File: src/rtl/io_uart_tx_if.sv
// Decoder-facing bus of the UART transmitter: write strobe/data, overflow clear and status read-back.
interface io_uart_tx_if #(
  parameter int unsigned FIFO_AW = 2
);
  logic               TX_WE;
  logic [7:0]         TX_WD;
  logic               OVF_CLR;
  logic               TX;
  logic               BUSY;
  logic               EMPTY;
  logic               FULL;
  logic [FIFO_AW:0]   LEVEL;
  logic               OVF;

  modport master (
    output TX_WE, TX_WD, OVF_CLR,
    input  TX, BUSY, EMPTY, FULL, LEVEL, OVF
  );

  modport slave (
    input  TX_WE, TX_WD, OVF_CLR,
    output TX, BUSY, EMPTY, FULL, LEVEL, OVF
  );
endinterface

File: src/rtl/io_uart_tx.sv
// 8N1 UART transmitter with a small byte FIFO fed by the IO decoder's write strobe.
// All status outputs and the TX line come straight from registers.
module io_uart_tx #(
  parameter int unsigned CLK_DIV = 434,
  parameter int unsigned FIFO_AW = 2
) (
  input  logic          CLK,
  input  logic          RESET,
  io_uart_tx_if.slave   bus
);

  localparam int unsigned DEPTH = 1 << FIFO_AW;
  localparam int unsigned LW    = FIFO_AW + 1;
  localparam int unsigned CNT_W = (CLK_DIV > 2) ? $clog2(CLK_DIV) : 1;
  localparam logic [CNT_W-1:0] BAUD_LOAD = CNT_W'(CLK_DIV - 1);

  typedef enum logic [1:0] {S_IDLE, S_START, S_DATA, S_STOP} state_t;

  state_t               r_state;
  logic [CNT_W-1:0]     r_baud;
  logic [2:0]           r_bit;
  logic [7:0]           r_shift;
  logic                 r_tx;
  logic                 r_busy;

  logic [7:0]           r_mem [DEPTH];
  logic [FIFO_AW-1:0]   r_wptr;
  logic [FIFO_AW-1:0]   r_rptr;
  logic [LW-1:0]        r_level;
  logic                 r_empty;
  logic                 r_full;
  logic                 r_ovf;

  logic                 w_pop;
  logic                 w_push;
  logic [LW-1:0]        w_level_nxt;
  logic [7:0]           w_head;

  assign w_head = r_mem[r_rptr];

  // Pop happens on IDLE->START and STOP->START; a pop frees a slot for a same-cycle write.
  always_comb begin
    w_pop       = !r_empty && ((r_state == S_IDLE) ||
                               ((r_state == S_STOP) && (r_baud == '0)));
    w_push      = bus.TX_WE && (!r_full || w_pop);
    w_level_nxt = r_level;
    if (w_push && !w_pop)
      w_level_nxt = r_level + LW'(1);
    else if (!w_push && w_pop)
      w_level_nxt = r_level - LW'(1);
  end

  always_ff @(posedge CLK) begin
    if (w_push)
      r_mem[r_wptr] <= bus.TX_WD;
  end

  always_ff @(posedge CLK or posedge RESET) begin
    if (RESET) begin
      r_wptr  <= '0;
      r_rptr  <= '0;
      r_level <= '0;
      r_empty <= 1'b1;
      r_full  <= 1'b0;
      r_ovf   <= 1'b0;
    end else begin
      if (w_push)
        r_wptr <= r_wptr + FIFO_AW'(1);
      if (w_pop)
        r_rptr <= r_rptr + FIFO_AW'(1);
      r_level <= w_level_nxt;
      r_empty <= (w_level_nxt == '0);
      r_full  <= (w_level_nxt == LW'(DEPTH));
      // A dropped write beats a simultaneous clear.
      if (bus.TX_WE && !w_push)
        r_ovf <= 1'b1;
      else if (bus.OVF_CLR)
        r_ovf <= 1'b0;
    end
  end

  always_ff @(posedge CLK or posedge RESET) begin
    if (RESET) begin
      r_state <= S_IDLE;
      r_baud  <= '0;
      r_bit   <= '0;
      r_shift <= '0;
      r_tx    <= 1'b1;
      r_busy  <= 1'b0;
    end else begin
      case (r_state)
        S_IDLE: begin
          if (!r_empty) begin
            r_state <= S_START;
            r_shift <= w_head;
            r_baud  <= BAUD_LOAD;
            r_tx    <= 1'b0;
            r_busy  <= 1'b1;
          end
        end
        S_START: begin
          if (r_baud == '0) begin
            r_state <= S_DATA;
            r_bit   <= '0;
            r_baud  <= BAUD_LOAD;
            r_tx    <= r_shift[0];
          end else begin
            r_baud  <= r_baud - CNT_W'(1);
          end
        end
        S_DATA: begin
          if (r_baud == '0) begin
            r_shift <= r_shift >> 1;
            r_baud  <= BAUD_LOAD;
            if (r_bit == 3'd7) begin
              r_state <= S_STOP;
              r_tx    <= 1'b1;
            end else begin
              r_bit   <= r_bit + 3'd1;
              r_tx    <= r_shift[1];
            end
          end else begin
            r_baud  <= r_baud - CNT_W'(1);
          end
        end
        S_STOP: begin
          if (r_baud == '0) begin
            if (!r_empty) begin
              r_state <= S_START;
              r_shift <= w_head;
              r_baud  <= BAUD_LOAD;
              r_tx    <= 1'b0;
            end else begin
              r_state <= S_IDLE;
              r_busy  <= 1'b0;
            end
          end else begin
            r_baud  <= r_baud - CNT_W'(1);
          end
        end
        default: begin
          r_state <= S_IDLE;
          r_tx    <= 1'b1;
          r_busy  <= 1'b0;
        end
      endcase
    end
  end

  assign bus.TX    = r_tx;
  assign bus.BUSY  = r_busy;
  assign bus.EMPTY = r_empty;
  assign bus.FULL  = r_full;
  assign bus.LEVEL = r_level;
  assign bus.OVF   = r_ovf;

endmodule

File: src/flat_wrapper.sv
// flat-port wrapper written by rule: the top's interface ports become plain ports
module io_uart_tx_flat 
#(
  parameter int unsigned CLK_DIV = 434,
  parameter int unsigned FIFO_AW = 2
)
  (CLK, RESET, bus_TX_WE, bus_TX_WD, bus_OVF_CLR, bus_TX, bus_BUSY, bus_EMPTY, bus_FULL, bus_LEVEL, bus_OVF);
  io_uart_tx_if #(.FIFO_AW(FIFO_AW)) bus_i ();
  input  logic CLK;
  input  logic RESET;
  input wire logic [$bits(bus_i.TX_WE)-1:0] bus_TX_WE;
  input wire logic [$bits(bus_i.TX_WD)-1:0] bus_TX_WD;
  input wire logic [$bits(bus_i.OVF_CLR)-1:0] bus_OVF_CLR;
  output wire logic [$bits(bus_i.TX)-1:0] bus_TX;
  output wire logic [$bits(bus_i.BUSY)-1:0] bus_BUSY;
  output wire logic [$bits(bus_i.EMPTY)-1:0] bus_EMPTY;
  output wire logic [$bits(bus_i.FULL)-1:0] bus_FULL;
  output wire logic [$bits(bus_i.LEVEL)-1:0] bus_LEVEL;
  output wire logic [$bits(bus_i.OVF)-1:0] bus_OVF;
  assign bus_i.TX_WE = bus_TX_WE;
  assign bus_i.TX_WD = bus_TX_WD;
  assign bus_i.OVF_CLR = bus_OVF_CLR;
  assign bus_TX = bus_i.TX;
  assign bus_BUSY = bus_i.BUSY;
  assign bus_EMPTY = bus_i.EMPTY;
  assign bus_FULL = bus_i.FULL;
  assign bus_LEVEL = bus_i.LEVEL;
  assign bus_OVF = bus_i.OVF;
  io_uart_tx #(.CLK_DIV(CLK_DIV), .FIFO_AW(FIFO_AW)) u_core (.CLK(CLK), .RESET(RESET), .bus(bus_i));
endmodule
File: config.mk
export PLATFORM = sky130hd
export DESIGN_NAME = io_uart_tx_flat
export DESIGN_NICKNAME = d
export VERILOG_FILES = /design/src/rtl/io_uart_tx_if.sv /design/src/rtl/io_uart_tx.sv /design/src/flat_wrapper.sv
export SDC_FILE = /design/constraint.sdc
export NUM_CORES = 1
export LEC_CHECK = 0
export CAP_MARGIN = 0
export CORE_UTILIZATION = 53
export DETAILED_ROUTE_END_ITERATION = 8
export PLACE_DENSITY = 0.82
export REMOVE_ABC_BUFFERS = 1
export SYNTH_ARGS = -nofsm -noshare
export SYNTH_HDL_FRONTEND = slang
export SYNTH_SLANG_ARGS = --single-unit
File: constraint.sdc
create_clock -name CLK -period 2 [get_ports CLK]
set_input_delay 0.4 -clock CLK [delete_from_list [all_inputs] [get_ports CLK]]
set_output_delay 0.4 -clock CLK [all_outputs]
set_load 0.05 [all_outputs]
Yosys cells after proc, flatten, opt, wreduce, memory -nomap -nowiden

Memories as Yosys holds them, arrays and structs flattened.
Index checks and enable logic that the tools add are counted.

Add/sub/neg operators: 6
Reductions and logical operators: 25
Muxes and demuxes: 35
Equal/unequal tests: 12

Operators by type and width:

| cell                                             | number |
|---|---|
| two-way mux 9 bit                                | 3 |
| case mux 9 bit (3 select lines)                  | 1 |
| two-way mux 8 bit                                | 3 |
| case mux 8 bit (3 select lines)                  | 1 |
| two-way mux 3 bit                                | 5 |
| two-way mux 1 bit                                | 13 |
| two-way mux 2 bit                                | 5 |
| logical NOT 9 bit                                | 1 |
| subtractor 9 x 1 -> 9 bit, second input constant | 1 |
| != test 2 x 1 -> 1 bit, second input constant    | 4 |
| case mux 2 bit (4 select lines)                  | 1 |
| AND reduction 4 bit                              | 2 |
| adder 3 x 1 -> 3 bit, second input constant      | 2 |
| == test 3 bit, second input constant             | 2 |
| logical AND 1 bit                                | 6 |
| != test 2 bit, second input constant             | 3 |
| case mux 3 bit (2 select lines)                  | 1 |
| AND reduction 3 bit                              | 2 |
| nonzero test 2 bit                               | 3 |
| AND reduction 5 bit                              | 1 |
| adder 2 x 1 -> 2 bit, second input constant      | 2 |
| == test 2 bit, second input constant             | 2 |
| logical NOT 1 bit                                | 4 |
| case mux 1 bit (4 select lines)                  | 1 |
| 8 further kinds                                  | 9 |

RAM bits: 32
Output and inout port bits: 8
Logic and storage cells: 91
Input port bits: 12
Register bits: 34
Memories kept: 1

Memories:

| memory       | depth | bits a word | rd ports | clocked after memory_dff | wr ports | RTL line         | RTL |
|---|---|---|---|---|---|---|---|
| u_core.r_mem | 4     | 8           | 1        | 0                        | 1        | io_uart_tx.sv:26 | `logic [7:0] r_mem [DEPTH];` |

Depth between registers and ports, before layout

Gate-level depths: netlist (run 1).

Depth in word-level cells: 11
Mapped depth: 8
Gate-level depth less buffers: 7

Worst setup path after synthesis (run 1)

Ideal clock, no wire load.

Path type: register to register
Start: register u_core.r_baud[0]
End: memory u_core.r_mem[0][0] (enable)
Setup slack: -0.185 ns
Period minus slack after synthesis: 2.185 ns
Setup time: 0.332 ns
Arrival time: 1.853 ns
Cell stages (with the launch flop): 7
Path buffers: 0
Required time: 1.668 ns
Cell sequence: dfrtp_1 -> inv_1 -> ha_1 -> nor4b_4 -> a31oi_1 -> a21boi_1 -> and2_1

Word-level cells in the longest chain between the ends: 8

Ends and longest elaborated chain:

| element                                 | RTL line          | RTL |
|---|---|---|
| start: declaration                      | io_uart_tx.sv:20  | `logic [CNT_W-1:0] r_baud;` |
| start signal: assignment                | io_uart_tx.sv:108 | `r_baud <= r_baud - CNT_W'(1);` |
| start signal: assignment                | io_uart_tx.sv:123 | `r_baud <= r_baud - CNT_W'(1);` |
| start signal: assignment                | io_uart_tx.sv:138 | `r_baud <= r_baud - CNT_W'(1);` |
| logical NOT 9 bit                       | io_uart_tx.sv:44  | `((r_state == S_STOP) && (r_baud == '0)));` |
| logical AND 1 bit                       | io_uart_tx.sv:44  |  |
| logical OR 1 bit                        | io_uart_tx.sv:43  | `w_pop = !r_empty && ((r_state == S_IDLE) \|\|` |
| logical AND 1 bit                       | io_uart_tx.sv:43  |  |
| logical OR 1 bit                        | io_uart_tx.sv:45  | `w_push = bus.TX_WE && (!r_full \|\| w_pop);` |
| logical AND 1 bit                       | io_uart_tx.sv:45  |  |
| two-way mux 1 bit                       | io_uart_tx.sv:54  | `if (w_push)` |
| two-way mux 1 bit (not written as such) | io_uart_tx.sv:55  | `r_mem[r_wptr] <= bus.TX_WD;` |
| end: declaration                        | io_uart_tx.sv:26  |  |

Every way passes these cells.

Worst setup path after layout (run 1)

Start: register u_core.r_baud[1]
End: register u_core.r_empty, in the netlist u_core.bus.EMPTY

Word-level cells in the longest chain between the ends: 11
Elaborated cells on any way between the ends: 13
Those cells by class: mux: 2; reduce/logical: 11

Ends and longest elaborated chain:

| element                | RTL line         | RTL |
|---|---|---|
| logical NOT 9 bit *    | io_uart_tx.sv:44 |  |
| logical AND 1 bit *    | io_uart_tx.sv:44 |  |
| logical OR 1 bit *     | io_uart_tx.sv:43 |  |
| logical AND 1 bit *    | io_uart_tx.sv:43 |  |
| logical OR 1 bit       | io_uart_tx.sv:45 |  |
| logical AND 1 bit      | io_uart_tx.sv:45 |  |
| logical NOT 1 bit      | io_uart_tx.sv:49 | `else if (!w_push && w_pop)` |
| logical AND 1 bit      | io_uart_tx.sv:49 |  |
| two-way mux 3 bit      | io_uart_tx.sv:49 |  |
| two-way mux 3 bit *    | io_uart_tx.sv:47 | `if (w_push && !w_pop)` |
| logical NOT 3 bit *    | io_uart_tx.sv:72 | `r_empty <= (w_level_nxt == '0);` |
| end signal: assignment | io_uart_tx.sv:72 |  |
| end: declaration       | io_uart_tx.sv:30 | `logic r_empty;` |

Every way passes the cells marked *; elsewhere a longest branch is shown, timed or not.
A chain may end at the register's enable or synchronous reset.

==> results_dict.tcl, run 1 <==
set metrics [dict create \
    outcome "finished clean" \
    die_w_um 79.54 \
    drt-total-wl_mm 6.254 \
    clk_latency_ps 340 \
    synth_cell_types 46 \
    drv_slew 0 \
    synthTopCellsByArea "edfxtp_1, dfrtp_1, mux4_2" \
    p_leak_nw 1.609 \
    hold_viol 0 \
    synth_top_area_cell "edfxtp_1" \
    synth_top_area_share_pct 30.15 \
    grt_setup_unrepaired "yes" \
    diodes 0 \
    core.rowCount 27 \
    die-area_sq_um 6327 \
    cts-buffers-inserted 9 \
    synthArstFlopShare_pct 51.52 \
    relSlewSlack_pct 63.95 \
    irDropWorstVdd_uv 945.5 \
    post-route-cell-area_sq_um 3959 \
    clock_path_buffers 2 \
    synth_area_sq_um 3187 \
    crit_required_ps 2290 \
    power_density_nw_per_um2 1732 \
    worst-path-max-fanout 4 \
    grt_pass1_vias 2217 \
    fmax_mhz 510.6 \
    maxCapViolCount 0 \
    first_iter_violations 123 \
    drive_gt1_share_pct 27.42 \
    postRouteAntennaNets 0 \
    post_drt_wl_per_cell_um 16.37 \
    synth_edf_count 32 \
    route.detailed.drc 0 \
    grt_pass1_wl_mm 10.25 \
    grtUsageTotal_pct 22.19 \
    root_buffer "clkbuf_8" \
    holdBufCountCts 0 \
    synth-seq-cells 66 \
    cts_tree "done" \
    critPathCaptureType "flip-flop" \
    synthFlopType "edfxtp_1" \
    power_w 0.006856 \
    path_clk_slew_ps 70 \
    ys_seq_area_share_pct 56.93 \
    worst_pin_slew_ps 540.8 \
    clock-sinks 66 \
    post-route-util_pct 70.17 \
    syn_area_per_cell_sq_um 12.65 \
    fin_skew_ps 6.440 \
    area_growth_pct 24.22 \
    start_util_pct 56.49 \
    dp_slack_ps -60.87 \
    drt_pass1_iterations 4 \
    place.detailed.hpwl_mm 4.264 \
    path_class "flip-flop to flip-flop" \
    worst_hold_slack_ps 449.1 \
    core_area_sq_um 5642 \
    nets 332 \
    yosysWarnings 0 \
    antenna_found_initial 0 \
    overflow 0 \
    hp-class "primary input to async pin" \
    cp.arrival_ps 2250 \
    setup_viol_count_final 0 \
    port_buffers 19 \
    viasPerCell 5.715 \
    route.vias.total 2183 \
    layout_common_cells "buf_4, edfxtp_1, dfrtp_1" \
    cp-start-kind "flip-flop" \
    htreeDepth 3 \
    postSynthCellCount 252 \
    grt_max_degree 35 \
    die_y_um 79.54 \
    period_share_pct 97.92 \
    dpl_cell_area_sq_um 3674 \
    io_pins 20 \
    period_needed_ps 1958 \
    fin_ws_ps 41.61 \
    gp_congestion 0.7977 \
    n_fill_cell 359 \
]
## per-layer routing
layer / share of wire, % / wire, um / GRT usage [%] / vias to the layer above
met3: 3.8 / 240 / 6.057 / 15
met4: 2.4 / 150 / 12.91 / 0
met1: 45 / 2802 / 28.47 / 1086
li1: - / - / - / 1037
met2: 49 / 3060 / 33.76 / 45
met5: 0 / 0 / 0 / -
## where the power goes
| group | leakage [nW] | switching [W] | total (W) | internal [W] |
|---|---|---|---|---|
| Clock | 0.0917 | 0.000524 | 0.00110 | 0.000572 |
| Combinational | 0.810 | 0.00173 | 0.00342 | 0.00169 |
| Sequential | 0.707 | 0.000431 | 0.00234 | 0.00191 |
## path summary, 6_finish.rpt
check / startpoint / end / slack (ps) / depth (start not counted)
setup / recovery: u_core.r_baud[1] / u_core.bus.EMPTY / 40 / 8
hold / removal: RESET / u_core.r_wptr[1] / 450 / 3
setup reg to reg: u_core.r_baud[1] / u_core.bus.EMPTY / 40 / 8
hold reg to reg: u_core.r_shift[5] / u_core.r_shift[5] / 490 / 2
max in group asynchronous: RESET / u_core.bus.TX / 1200 / 3
min in group CLK: u_core.r_shift[5] / u_core.r_shift[5] / 490 / 2
## cells by family (layout without fill, tap and decap cells)
group | after synthesis | after routing | synth area share [%]
multiplexers | 17 | 17 | 8.637
AO/OA/AOI/OAI | 60 | 60 | 12.64
flip-flops | 66 | 66 | 56.93
AND/OR/NAND/NOR | 70 | 70 | 12.05
adder cells (fa/ha/maj) | 14 | 14 | 5.497
buffers and inverters | 19 | 77 | 2.591
XOR/XNOR | 6 | 6 | 1.649
## flip-flops by register name (all words and copies together) (netlist names)
name / cells
u_core.bus.TX: 1
u_core.bus.FULL: 1
u_core.r_mem: 32
u_core.r_rptr: 2
u_core.r_shift: 8
u_core.bus.BUSY: 1
u_core.bus.OVF: 1
u_core.r_bit: 3
u_core.r_state: 2
u_core.r_wptr: 2
u_core.r_baud: 9
u_core.bus.EMPTY: 1
u_core.bus.LEVEL: 3
## cells in the mapped netlist, types with 7 or more instances
library cell	number
ha_1	14
mux4_2	8
nor3_1	7
nand2_1	24
mux2i_1	8
edfxtp_1	32
inv_1	11
a21oi_1	11
nor2_1	12
dfrtp_1	32
o21ai_0	22
## metrics by stage
| stage | TNS (ps) | cells |
|---|---|---|
| 2_1_floorplan | -5916 | 244 |
| 3_3_place_gp | 0 | 364 |
| 3_5_place_dp | -1557 | 364 |
| 4_1_cts | -31.27 | 379 |
| 5_1_grt | -90.89 | 382 |
| 6_report | 0 | 382 |
## repair_timing
item / CTS / global route
gates resized for setup: 3 / 19
pin swaps: 0 / 3
endpoints found under the setup margin: 36 / 45
hold endpoints to repair: 0 / 0
setup buffers: 0 / 3
## layout make-up
type,instances,area (sq um),share of cell area (%)
clock buffer,9,123.9,3.129
clock inverter,6,67.56,1.707
inverter,11,41.29,1.043
multi-input combinational,167,1359,34.32
sequential,66,1815,45.86
tap,72,90.09,2.276
timing repair buffer,51,461.7,11.66
## critical path: stages, from the launching register on
cell      delay, ps
dfrtp_1         400
inv_2            80
ha_4            140
nor4b_4         210
buf_4           180
a311oi_4        100
or3_4           350
a32oi_2         250
nor2b_4         170
No activity file was read; power rests on OpenSTA's default activity.
==> run 2, diff against run 1 <==
--- a/config.mk
+++ b/config.mk
@@ -10,6 +10,7 @@
 export DETAILED_ROUTE_END_ITERATION = 8
 export PLACE_DENSITY = 0.82
 export REMOVE_ABC_BUFFERS = 1
+export SLEW_MARGIN = 20
 export SYNTH_ARGS = -nofsm -noshare
 export SYNTH_HDL_FRONTEND = slang
 export SYNTH_SLANG_ARGS = --single-unit
==> constraint.sdc (replaced) <==
create_clock -name CLK -period 1.6 [get_ports CLK]
set_input_delay 0.32 -clock CLK [delete_from_list [all_inputs] [get_ports CLK]]
set_output_delay 0.32 -clock CLK [all_outputs]
set_load 0.05 [all_outputs]
==> run 2 against run 1 <==
The flow now finishes with violations (negative setup slack); largest cell class unchanged; largest power group unchanged; clock power increased by 15%; critical path type unchanged; count of clock-buffer cells in the layout increased by 1; sequential power increased by 25%.
==> results_dict.tcl, run 2 (synthesis results as in run 1) <==
set metrics [dict create \
    start_util_pct 56.49 \
    period_needed_ps 2125 \
    worst-path-max-fanout 3 \
    root_buffer "clkbuf_8" \
    cp_num_buf_inv 2 \
    path_class "flip-flop to flip-flop" \
    regMostFlops "u_core.r_mem" \
    setup_viol_count_final 67 \
    slowest_stage "dfrtp_1" \
    grt_pass1_wl_mm 11.45 \
    htreeDepth 3 \
    multiInputGateArea_sq_um 1560 \
    crit_start "u_core.r_state[1]" \
    route.detailed.drc 0 \
    power_frac_seq_pct 28.0 \
    maxCapViolCount 0 \
    period_share_pct 132.8 \
    layout_common_cells "buf_4, dfrtp_1, edfxtp_1" \
    power_density_nw_per_um2 2353 \
    cts_tree "done" \
    core.rowCount 27 \
    critPathMaxStageDelay_ps 430 \
    met1_length_mm 3.405 \
    core_area_sq_um 5642 \
    fin_skew_ps 8.938 \
    reg2reg_from "u_core.r_state[1]" \
    worstRegToRegCells 8 \
    largest_reg_flops 32 \
    cp.depth 8 \
    route.vias.total 2532 \
    path_clk_slew_ps 80 \
    p_switching_w 0.004396 \
    outcome "finished, violations left" \
    wl_met3_um 526 \
    hold_viol 0 \
    cp.arrival_ps 2410 \
    final_common_cell "buf_4" \
    cts-buffers-inserted 9 \
    wl_met2_mm 4.514 \
    relSlewSlack_pct 69.65 \
    postRouteAntennaNets 0 \
    dp_slack_ps -383.1 \
    reg_top3 "u_core.r_mem (32), u_core.r_baud (9), u_core.r_shift (8)" \
    drv_slew 0 \
    worst_pin_slew_ps 455.2 \
    crit_required_ps 1890 \
    grt_max_degree 35 \
    first_iter_violations 196 \
    hp-class "primary input to async pin" \
    drive_gt1_share_pct 44.18 \
    clock_power_share_pct 12.1 \
    gp_congestion 0.8147 \
    swShare_pct 42.10 \
    antenna_found_initial 0 \
    grt_setup_unrepaired "yes" \
    overflow 0 \
    post_drt_wl_per_cell_um 21.67 \
    area.sequential_sq_um 1814 \
    die_y_um 79.54 \
    dp_cells 378 \
    crit_chain "inv_1 > ha_1 > nor2b_4 > a311oi_4 > buf_4 > nand3b_1 > a32oi_2 > nor2b_2" \
    violations "negative setup slack" \
    fmax_mhz 470.6 \
    irDropWorstVdd_uv 1633 \
    clock_path_buffers 2 \
    diodes 0 \
    clock-sinks 66 \
    fin_cells 407 \
    p_leak_nw 1.833 \
    die_w_um 79.54 \
    place.detailed.hpwl_mm 4.491 \
    clk_latency_ps 350 \
    drt-total-wl_mm 8.821 \
    die-area_sq_um 6327 \
    grtUsageTotal_pct 24.89 \
    fin_ws_ps -525.0 \
    crit_family "compound AO/OA/AOI/OAI gates" \
    n_fill_cell 271 \
    io_pins 20 \
    area_growth_pct 39.26 \
    drt_pass1_iterations 4 \
    grt_pass1_vias 2440 \
    cp-start-kind "flip-flop" \
    top_layer_used "met4" \
    nets 356 \
    viasPerCell 6.221 \
    port_buffers 19 \
    combPwrFrac_pct 59.8 \
    p_int_w 0.006046 \
    power_w 0.01044 \
    critPathCaptureType "flip-flop" \
]
==> run 2: changes by cell type in the layout (fill, tap and decap cells not counted), sizes merged <==
cell / before / now
clkdlybuf4s50: 14 / 11
bufinv: 1 / 0
clkbuf: 9 / 10
dlymetal6s2s: 1 / 0
dlygate4sd2: 1 / 0
buf: 35 / 64
clkinv: 2 / 3
==> run 2: what timing repair did <==
action | CTS | global route
endpoints found under the setup margin | 62 | 67
hold buffers | 0 | 0
pin swaps | 18 | 23
cloned | 0 | 1
setup buffers | 8 | 6
gates resized for setup | 40 | 63
==> run 2: worst paths after layout <==
path / endpoint / slack [ps]
max: u_core.bus.EMPTY / -530
min: u_core.bus.OVF / 310
max reg2reg: u_core.bus.EMPTY / -530
min reg2reg: u_core.bus.TX / 520
max in group asynchronous: u_core.bus.TX / 1030
min in group CLK: u_core.bus.TX / 520
==> run 2: layout make-up <==
cell class                      count  area share, %
Multi-Input combinational cell    167          35.16
Clock inverter                      6         0.9586
Inverter                           11         0.9304
Clock buffer                       10          2.876
Sequential cell                    66          40.88
Tap cell                           72          2.030
Timing Repair Buffer               75          17.17
==> run 2: per-layer routing <==
metal  vias up  track usage [%]
met2       127            42.05
met5         -                0
met3        39            6.629
li1       1093                -
met1      1273            29.66
met4         0            11.27
==> run 2: tightest hold or removal path, cell delays in order <==
cell	delay, ps
clkdlybuf4s50_1	400
inv_1	90
buf_12	210
==> run 2: metrics by stage <==
stage                     hold slack [ps]  TNS (ps)  area (sq um)  utilization [%]
after floorplan                     404.7    -25600          3146                -
after detailed placement            474.8    -18390          3854            68.31
after global placement              461.1    -14350          3854            68.31
after global routing                355.8    -26280          4438            78.66
final                               313.1    -23520          4438            78.66
after CTS                           321.0    -14070          4193            74.32
==> run 2: power by group through the flow <==
stage          Combinational, W  Sequential [W]  Clock [W]
2_1_floorplan           0.00243         0.00311          0
3_3_place_gp            0.00438         0.00281          0
3_5_place_dp            0.00456         0.00285          0
4_1_cts                 0.00512         0.00283    0.00125
5_1_grt                 0.00658         0.00297    0.00133
6_report                0.00625         0.00293    0.00127
